### config.mk
export PLATFORM = sky130hd
export DESIGN_NAME = wb_retire_unit
export DESIGN_NICKNAME = d
export VERILOG_FILES = /design/src/rtl/rv32i_types.sv /design/src/rtl/wb_fifo.sv /design/src/rtl/wb_retire_unit.sv
export SDC_FILE = /design/constraint.sdc
export NUM_CORES = 1
export LEC_CHECK = 0
export ABC_AREA = 1
export CAP_MARGIN = 10
export CORE_MARGIN = 4
export CORE_UTILIZATION = 55
export CTS_BUF_LIST = sky130_fd_sc_hd__clkbuf_4 sky130_fd_sc_hd__clkbuf_8
export DETAILED_ROUTE_END_ITERATION = 10
export GPL_TIMING_DRIVEN = 0
export PLACE_DENSITY = 0.77
export SETUP_SLACK_MARGIN = 0.1
export SYNTH_ARGS = -nofsm -noshare
export SYNTH_HDL_FRONTEND = slang
export SYNTH_SLANG_ARGS = --single-unit
### constraint.sdc
create_clock -name clk -period 3.55 [get_ports clk]
set_clock_uncertainty 0.15 [all_clocks]
set_input_delay 0.71 -clock clk [delete_from_list [all_inputs] [get_ports clk]]
set_output_delay 0.71 -clock clk [all_outputs]
set_load 0.02 [all_outputs]
### src/rtl/rv32i_types.sv
// Shared RV32I types: write-back result kinds used by the retire path.
package rv32i_types;

  typedef enum logic [2:0] {
    WB_RAW = 3'd0,
    WB_LB  = 3'd1,
    WB_LBU = 3'd2,
    WB_LH  = 3'd3,
    WB_LHU = 3'd4
  } wb_kind_t;

  localparam int RD_W   = 5;
  localparam int KIND_W = 3;

endpackage

### src/rtl/wb_fifo.sv
// Single-clock FIFO holding pending write-back entries for one producer channel.
// Space is reported from the registered count only, so a same-cycle pop never frees a slot early.
module wb_fifo #(
  parameter int WIDTH = 8,
  parameter int DEPTH = 4
) (
  input  logic                     clk,
  input  logic                     rst,
  input  logic                     flush,
  input  logic                     in_valid,
  output logic                     in_ready,
  input  logic [WIDTH-1:0]         in_data,
  input  logic                     pop,
  output logic [WIDTH-1:0]         head,
  output logic [$clog2(DEPTH):0]   count
);

  localparam int AW = $clog2(DEPTH);
  localparam logic [AW:0] FULL = (AW+1)'(DEPTH);

  logic [WIDTH-1:0] mem [DEPTH];
  logic [AW-1:0]    wptr;
  logic [AW-1:0]    rptr;
  logic             do_push;
  logic             do_pop;

  assign in_ready = (count != FULL);
  assign do_push  = in_valid && in_ready && !flush;
  assign do_pop   = pop && (count != '0) && !flush;
  assign head     = mem[rptr];

  // DEPTH is a power of two, so pointers wrap by natural overflow.
  always_ff @(posedge clk or posedge rst) begin
    if (rst) begin
      wptr  <= '0;
      rptr  <= '0;
      count <= '0;
    end else if (flush) begin
      wptr  <= '0;
      rptr  <= '0;
      count <= '0;
    end else begin
      if (do_push) wptr <= wptr + 1'b1;
      if (do_pop)  rptr <= rptr + 1'b1;
      case ({do_push, do_pop})
        2'b10:   count <= count + 1'b1;
        2'b01:   count <= count - 1'b1;
        default: count <= count;
      endcase
    end
  end

  always_ff @(posedge clk) begin
    if (do_push) mem[wptr] <= in_data;
  end

endmodule

### src/rtl/wb_retire_unit.sv
// Retires buffered results from several producers onto one register-file write port,
// using round-robin arbitration and load-data byte/halfword extraction.
module wb_retire_unit
  import rv32i_types::*;
#(
  parameter int XLEN  = 32,
  parameter int N_SRC = 2,
  parameter int DEPTH = 4
) (
  input  logic                                  clk,
  input  logic                                  rst,
  input  logic                                  flush,
  input  logic [N_SRC-1:0]                      src_valid,
  output logic [N_SRC-1:0]                      src_ready,
  input  logic [N_SRC*5-1:0]                    src_rd,
  input  logic [N_SRC*3-1:0]                    src_kind,
  input  logic [N_SRC*$clog2(XLEN/8)-1:0]       src_offset,
  input  logic [N_SRC*XLEN-1:0]                 src_data,
  output logic                                  wb_load,
  output logic [4:0]                            wb_rd,
  output logic [XLEN-1:0]                       wb_data,
  output logic [N_SRC*($clog2(DEPTH)+1)-1:0]    occupancy
);

  localparam int OFFW = $clog2(XLEN/8);
  localparam int CW   = $clog2(DEPTH) + 1;
  localparam int PW   = (N_SRC > 1) ? $clog2(N_SRC) : 1;
  localparam int EW   = RD_W + KIND_W + OFFW + XLEN;

  logic [EW-1:0]    head [N_SRC];
  logic [N_SRC-1:0] nonempty;
  logic [N_SRC-1:0] pop;
  logic [PW-1:0]    rr_ptr;
  logic [PW-1:0]    grant_idx;
  logic             grant_any;

  for (genvar i = 0; i < N_SRC; i++) begin : g_ch
    logic [CW-1:0] cnt;

    wb_fifo #(
      .WIDTH (EW),
      .DEPTH (DEPTH)
    ) u_fifo (
      .clk      (clk),
      .rst      (rst),
      .flush    (flush),
      .in_valid (src_valid[i]),
      .in_ready (src_ready[i]),
      .in_data  ({src_rd[i*RD_W +: RD_W], src_kind[i*KIND_W +: KIND_W],
                  src_offset[i*OFFW +: OFFW], src_data[i*XLEN +: XLEN]}),
      .pop      (pop[i]),
      .head     (head[i]),
      .count    (cnt)
    );

    assign nonempty[i]            = (cnt != '0);
    assign occupancy[i*CW +: CW]  = cnt;
    assign pop[i]                 = grant_any && !flush && (grant_idx == PW'(i));
  end

  // Scanning downward lets the lowest index win; the "hi" candidate is restricted to
  // indices at or above rr_ptr, and the unrestricted one covers the wrap-around case.
  logic          hi_found;
  logic [PW-1:0] hi_idx;
  logic [PW-1:0] lo_idx;

  always_comb begin
    hi_found  = 1'b0;
    hi_idx    = '0;
    lo_idx    = '0;
    grant_any = 1'b0;
    for (int k = N_SRC - 1; k >= 0; k--) begin
      if (nonempty[k]) begin
        if (k >= int'(rr_ptr)) begin
          hi_found = 1'b1;
          hi_idx   = PW'(k);
        end
        grant_any = 1'b1;
        lo_idx    = PW'(k);
      end
    end
    grant_idx = hi_found ? hi_idx : lo_idx;
  end

  logic [EW-1:0]   sel;
  logic [4:0]      sel_rd;
  logic [2:0]      sel_kind;
  logic [OFFW-1:0] sel_off;
  logic [XLEN-1:0] sel_data;
  logic [7:0]      byte_val;
  logic [15:0]     half_val;
  logic [XLEN-1:0] ext_data;

  assign sel      = head[grant_idx];
  assign sel_rd   = sel[EW-1 -: RD_W];
  assign sel_kind = sel[EW-RD_W-1 -: KIND_W];
  assign sel_off  = sel[XLEN +: OFFW];
  assign sel_data = sel[XLEN-1:0];

  // Halfword selection ignores offset bit 0; unknown kinds fall through as raw.
  always_comb begin
    byte_val = 8'(sel_data >> {sel_off, 3'b000});
    half_val = 16'(sel_data >> {sel_off[OFFW-1:1], 4'b0000});
    ext_data = sel_data;
    case (sel_kind)
      WB_LB:   ext_data = {{(XLEN-8){byte_val[7]}}, byte_val};
      WB_LBU:  ext_data = {{(XLEN-8){1'b0}}, byte_val};
      WB_LH:   ext_data = {{(XLEN-16){half_val[15]}}, half_val};
      WB_LHU:  ext_data = {{(XLEN-16){1'b0}}, half_val};
      default: ext_data = sel_data;
    endcase
  end

  always_ff @(posedge clk or posedge rst) begin
    if (rst) begin
      wb_load <= 1'b0;
      wb_rd   <= '0;
      wb_data <= '0;
      rr_ptr  <= '0;
    end else if (flush) begin
      wb_load <= 1'b0;
      rr_ptr  <= '0;
    end else if (grant_any) begin
      wb_load <= (sel_rd != '0);
      wb_rd   <= sel_rd;
      wb_data <= ext_data;
      rr_ptr  <= (grant_idx == PW'(N_SRC - 1)) ? '0 : grant_idx + 1'b1;
    end else begin
      wb_load <= 1'b0;
    end
  end

endmodule

==> impl_metrics.tcl <==
set metrics [dict create \
    status "completed" \
    syn-mean-instance-area_um2 11.5 \
    slowest_stage "clkdlybuf4s50_1" \
    grt_usage_pct 24.6 \
    ys_types 46 \
    cts_made_buffers 58 \
    dieWidth_um 181 \
    setup_violations 0 \
    io_buffers 134 \
    grt_pass1_wl_mm 62.4 \
    numClockSinks 389 \
    max_slew_margin_pct 42.2 \
    grt_pass1_vias 11400 \
    ios 135 \
    crit_start "flush" \
    critPathMaxFanout 9 \
    power_density_nw_per_um2 903 \
    insertion_delay_ns 0.60 \
    wl_mm 41.2 \
    synth_cells 1425 \
    clockBufferDepth 3 \
    hold_class "reg2reg" \
    post-cts-setup-buffers 0 \
    antennaDiodeCount 0 \
    fin_cells 2065 \
    drt_iter0_drc 1063 \
    grt_max_degree 31 \
    worst_setup_path_start_kind "input pin" \
    ir_drop_uv 522 \
    synth_nets 1524 \
    synth-seq-cells 389 \
    mostFrequentLayoutCells "336 x edfxtp_1, 335 x nor2_1, 167 x o21ai_0" \
    rsz0062_at_grt "no" \
    drive_above_1_share_pct 13.8 \
    wire_per_inst_um 19.9 \
    rows 63 \
    antenna_found_initial 0 \
    max_cap_viol_count 0 \
    htreeDepth 2 \
    finalPower_mw 17.8 \
    grt_overflow 0 \
    core_area_um2 29600 \
    final_antenna_net_count 0 \
    max_stage_delay_ns 0.64 \
    clk_root_buffer_cell "clkbuf_8" \
    cts_resized 0 \
    timing.rr.start "g_ch[1].u_fifo.count[1]$_DFFE_PP0P_" \
    dpl.hpwl_mm 28.6 \
    area_growth_pct 19.7 \
    crit_chain "clkdlybuf4s50_1 -> clkinv_1 -> o21ai_0 -> nor2_1 -> nand2_1 -> inv_1 -> fa_1 -> xnor2_1 -> xor2_1 -> nand3_1 -> o21ai_0" \
    yosysWarnings 0 \
    tightest_slew_ns 0.865 \
    leakagePower_nw 7.19 \
    clk_pin_slew_ns 0.06 \
    fmax_mhz 316 \
    seq_area_frac_synth_pct 69.5 \
    vias_per_cell 5.66 \
    fp.dieArea_um2 32700 \
    min_from "wb_rd[4]$_DFFE_PP0N_" \
    fin_crit_sh_pct 89.2 \
    dp_cells 1958 \
    firstDrtPassIters 6 \
    final_common_cell "edfxtp_1" \
    hold_violations 0 \
    drc_errors 0 \
    end_kind "flop" \
    fin_ws_ns 0.382 \
    min_period_ns 3.17 \
    finalNetCount 1727 \
    crit_arrival_ns 3.51 \
    place_congestion 0.898 \
    cts_tree "done" \
    cp.required_ns 3.90 \
    vias 11700 \
    dpl_worst_slack_ns -0.0694 \
    critical_path_class "in2reg" \
    hold_buffers 0 \
    maxSlewViolCount 0 \
    syn_area_um2 16400 \
    crit_path_frequent_cell "o21ai_0" \
    initial_core_util_pct 55.6 \
    die_y_um 181 \
]
==> synthesized netlist by cell type (all sizes together) <==
| cell type | number | area share, % |
|---|---|---|
| nand2 | 157 | 4.0 |
| xor2 | 4 | 0.21 |
| a21oi | 8 | 0.31 |
| mux2i | 1 | 0.061 |
| dfrtp | 53 | 8.1 |
| o221ai | 5 | 0.27 |
| inv | 53 | 1.3 |
| nor3 | 2 | 0.061 |
| ha | 8 | 0.61 |
| o211ai | 19 | 0.87 |
| clkinv | 2 | 0.053 |
| a31oi | 2 | 0.076 |
| nor2 | 364 | 8.7 |
| fa | 2 | 0.24 |
| or2 | 4 | 0.15 |
| o21ai | 218 | 6.7 |
| nand3 | 78 | 2.7 |
| edfxtp | 336 | 61 |
| o21a | 1 | 0.046 |
| buf | 57 | 2.6 |
| o31ai | 1 | 0.046 |
| xnor2 | 1 | 0.053 |
| nand4 | 2 | 0.076 |
| clkbuf | 22 | 0.50 |
| o22ai | 25 | 0.95 |
==> through the flow <==
| stage | area, um2 | hold WS, ns | util, % | setup TNS, ns |
|---|---|---|---|---|
| after floorplan | 16400 | 0.430 | - | 0 |
| after global placement | 18300 | 0.315 | 61.8 | -601.34 |
| after detailed placement | 18500 | 0.325 | 62.6 | -0.0694 |
| after CTS | 19700 | 0.340 | 66.6 | 0 |
| after global routing | 19700 | 0.361 | 66.6 | 0 |
| final | 19700 | 0.333 | 66.6 | 0 |
==> report_power, final <==
part | total (mW) | internal (mW) | switching, mW
sequential | 5.80 | 5.48 | 0.317
combinational | 8.38 | 2.83 | 5.55
clock | 3.59 | 1.97 | 1.62
total | 17.8 | 10.3 | 7.49
==> worst max-delay path, delay by kind of cell <==
kind	cells	cell delay [ns]
xor gates and xnor gates	2	0.37
and+or+nand+nor	3	0.49
adders and majority gates	1	0.37
AOI/OAI and AO/OA	2	0.51
buffers and inverters	3	1.05
==> sequential cells by signal, summed over array words and instances (netlist names) <==
signal,flops
rr_ptr,1
wb_data,32
wb_load,1
g_ch.u_fifo.rptr,4
g_ch.u_fifo.wptr,4
g_ch.u_fifo.count,6
wb_rd,5
g_ch.u_fifo.mem,336
==> cell type report <==
type                            instances  area, um2
Sequential cell                       389      11400
Fill cell                            2198       9880
Multi-Input combinational cell        902       4360
Timing Repair Buffer                  143       1530
Clock buffer                           92       1070
Buffer                                 79        502
Tap cell                              390        488
Inverter                               55        218
Clock inverter                         15        100
==> worst paths after layout <==
path / cells after the start / end / slack (ns)
setup / recovery: 11 / g_ch[0].u_fifo.count[2]$_DFFE_PP0P_ / 0.38
hold / removal: 2 / wb_rd[4]$_DFFE_PP0N_ / 0.33
setup reg to reg: 13 / g_ch[0].u_fifo.count[2]$_DFFE_PP0P_ / 0.45
hold reg to reg: 2 / wb_rd[4]$_DFFE_PP0N_ / 0.33
max in group asynchronous: 3 / wb_data[10]$_DFFE_PP0N_ / 2.31
min in group asynchronous: 2 / wb_rd[0]$_DFFE_PP0N_ / 0.36
==> cell families after synthesis <==
logic type / count (synthesis) / share of synthesized area (%)
XOR/XNOR: 5 / 0.266
multiplexers: 1 / 0.0609
adder cells (fa/ha/maj): 10 / 0.853
AND/OR/NAND/NOR: 607 / 15.7
AO/OA/AOI/OAI: 279 / 9.30
buffers and inverters: 134 / 4.38
flip-flops: 389 / 69.5
==> layer usage <==
metal,global-route usage (%),vias to the layer above,share of wire [%]
li1,-,5393,-
met1,33.4,5645,40
met2,39.5,537,48
met3,3.70,106,7.1
met4,11.8,0,4.8
met5,0,-,0
Power figures use the tool's default switching activity.
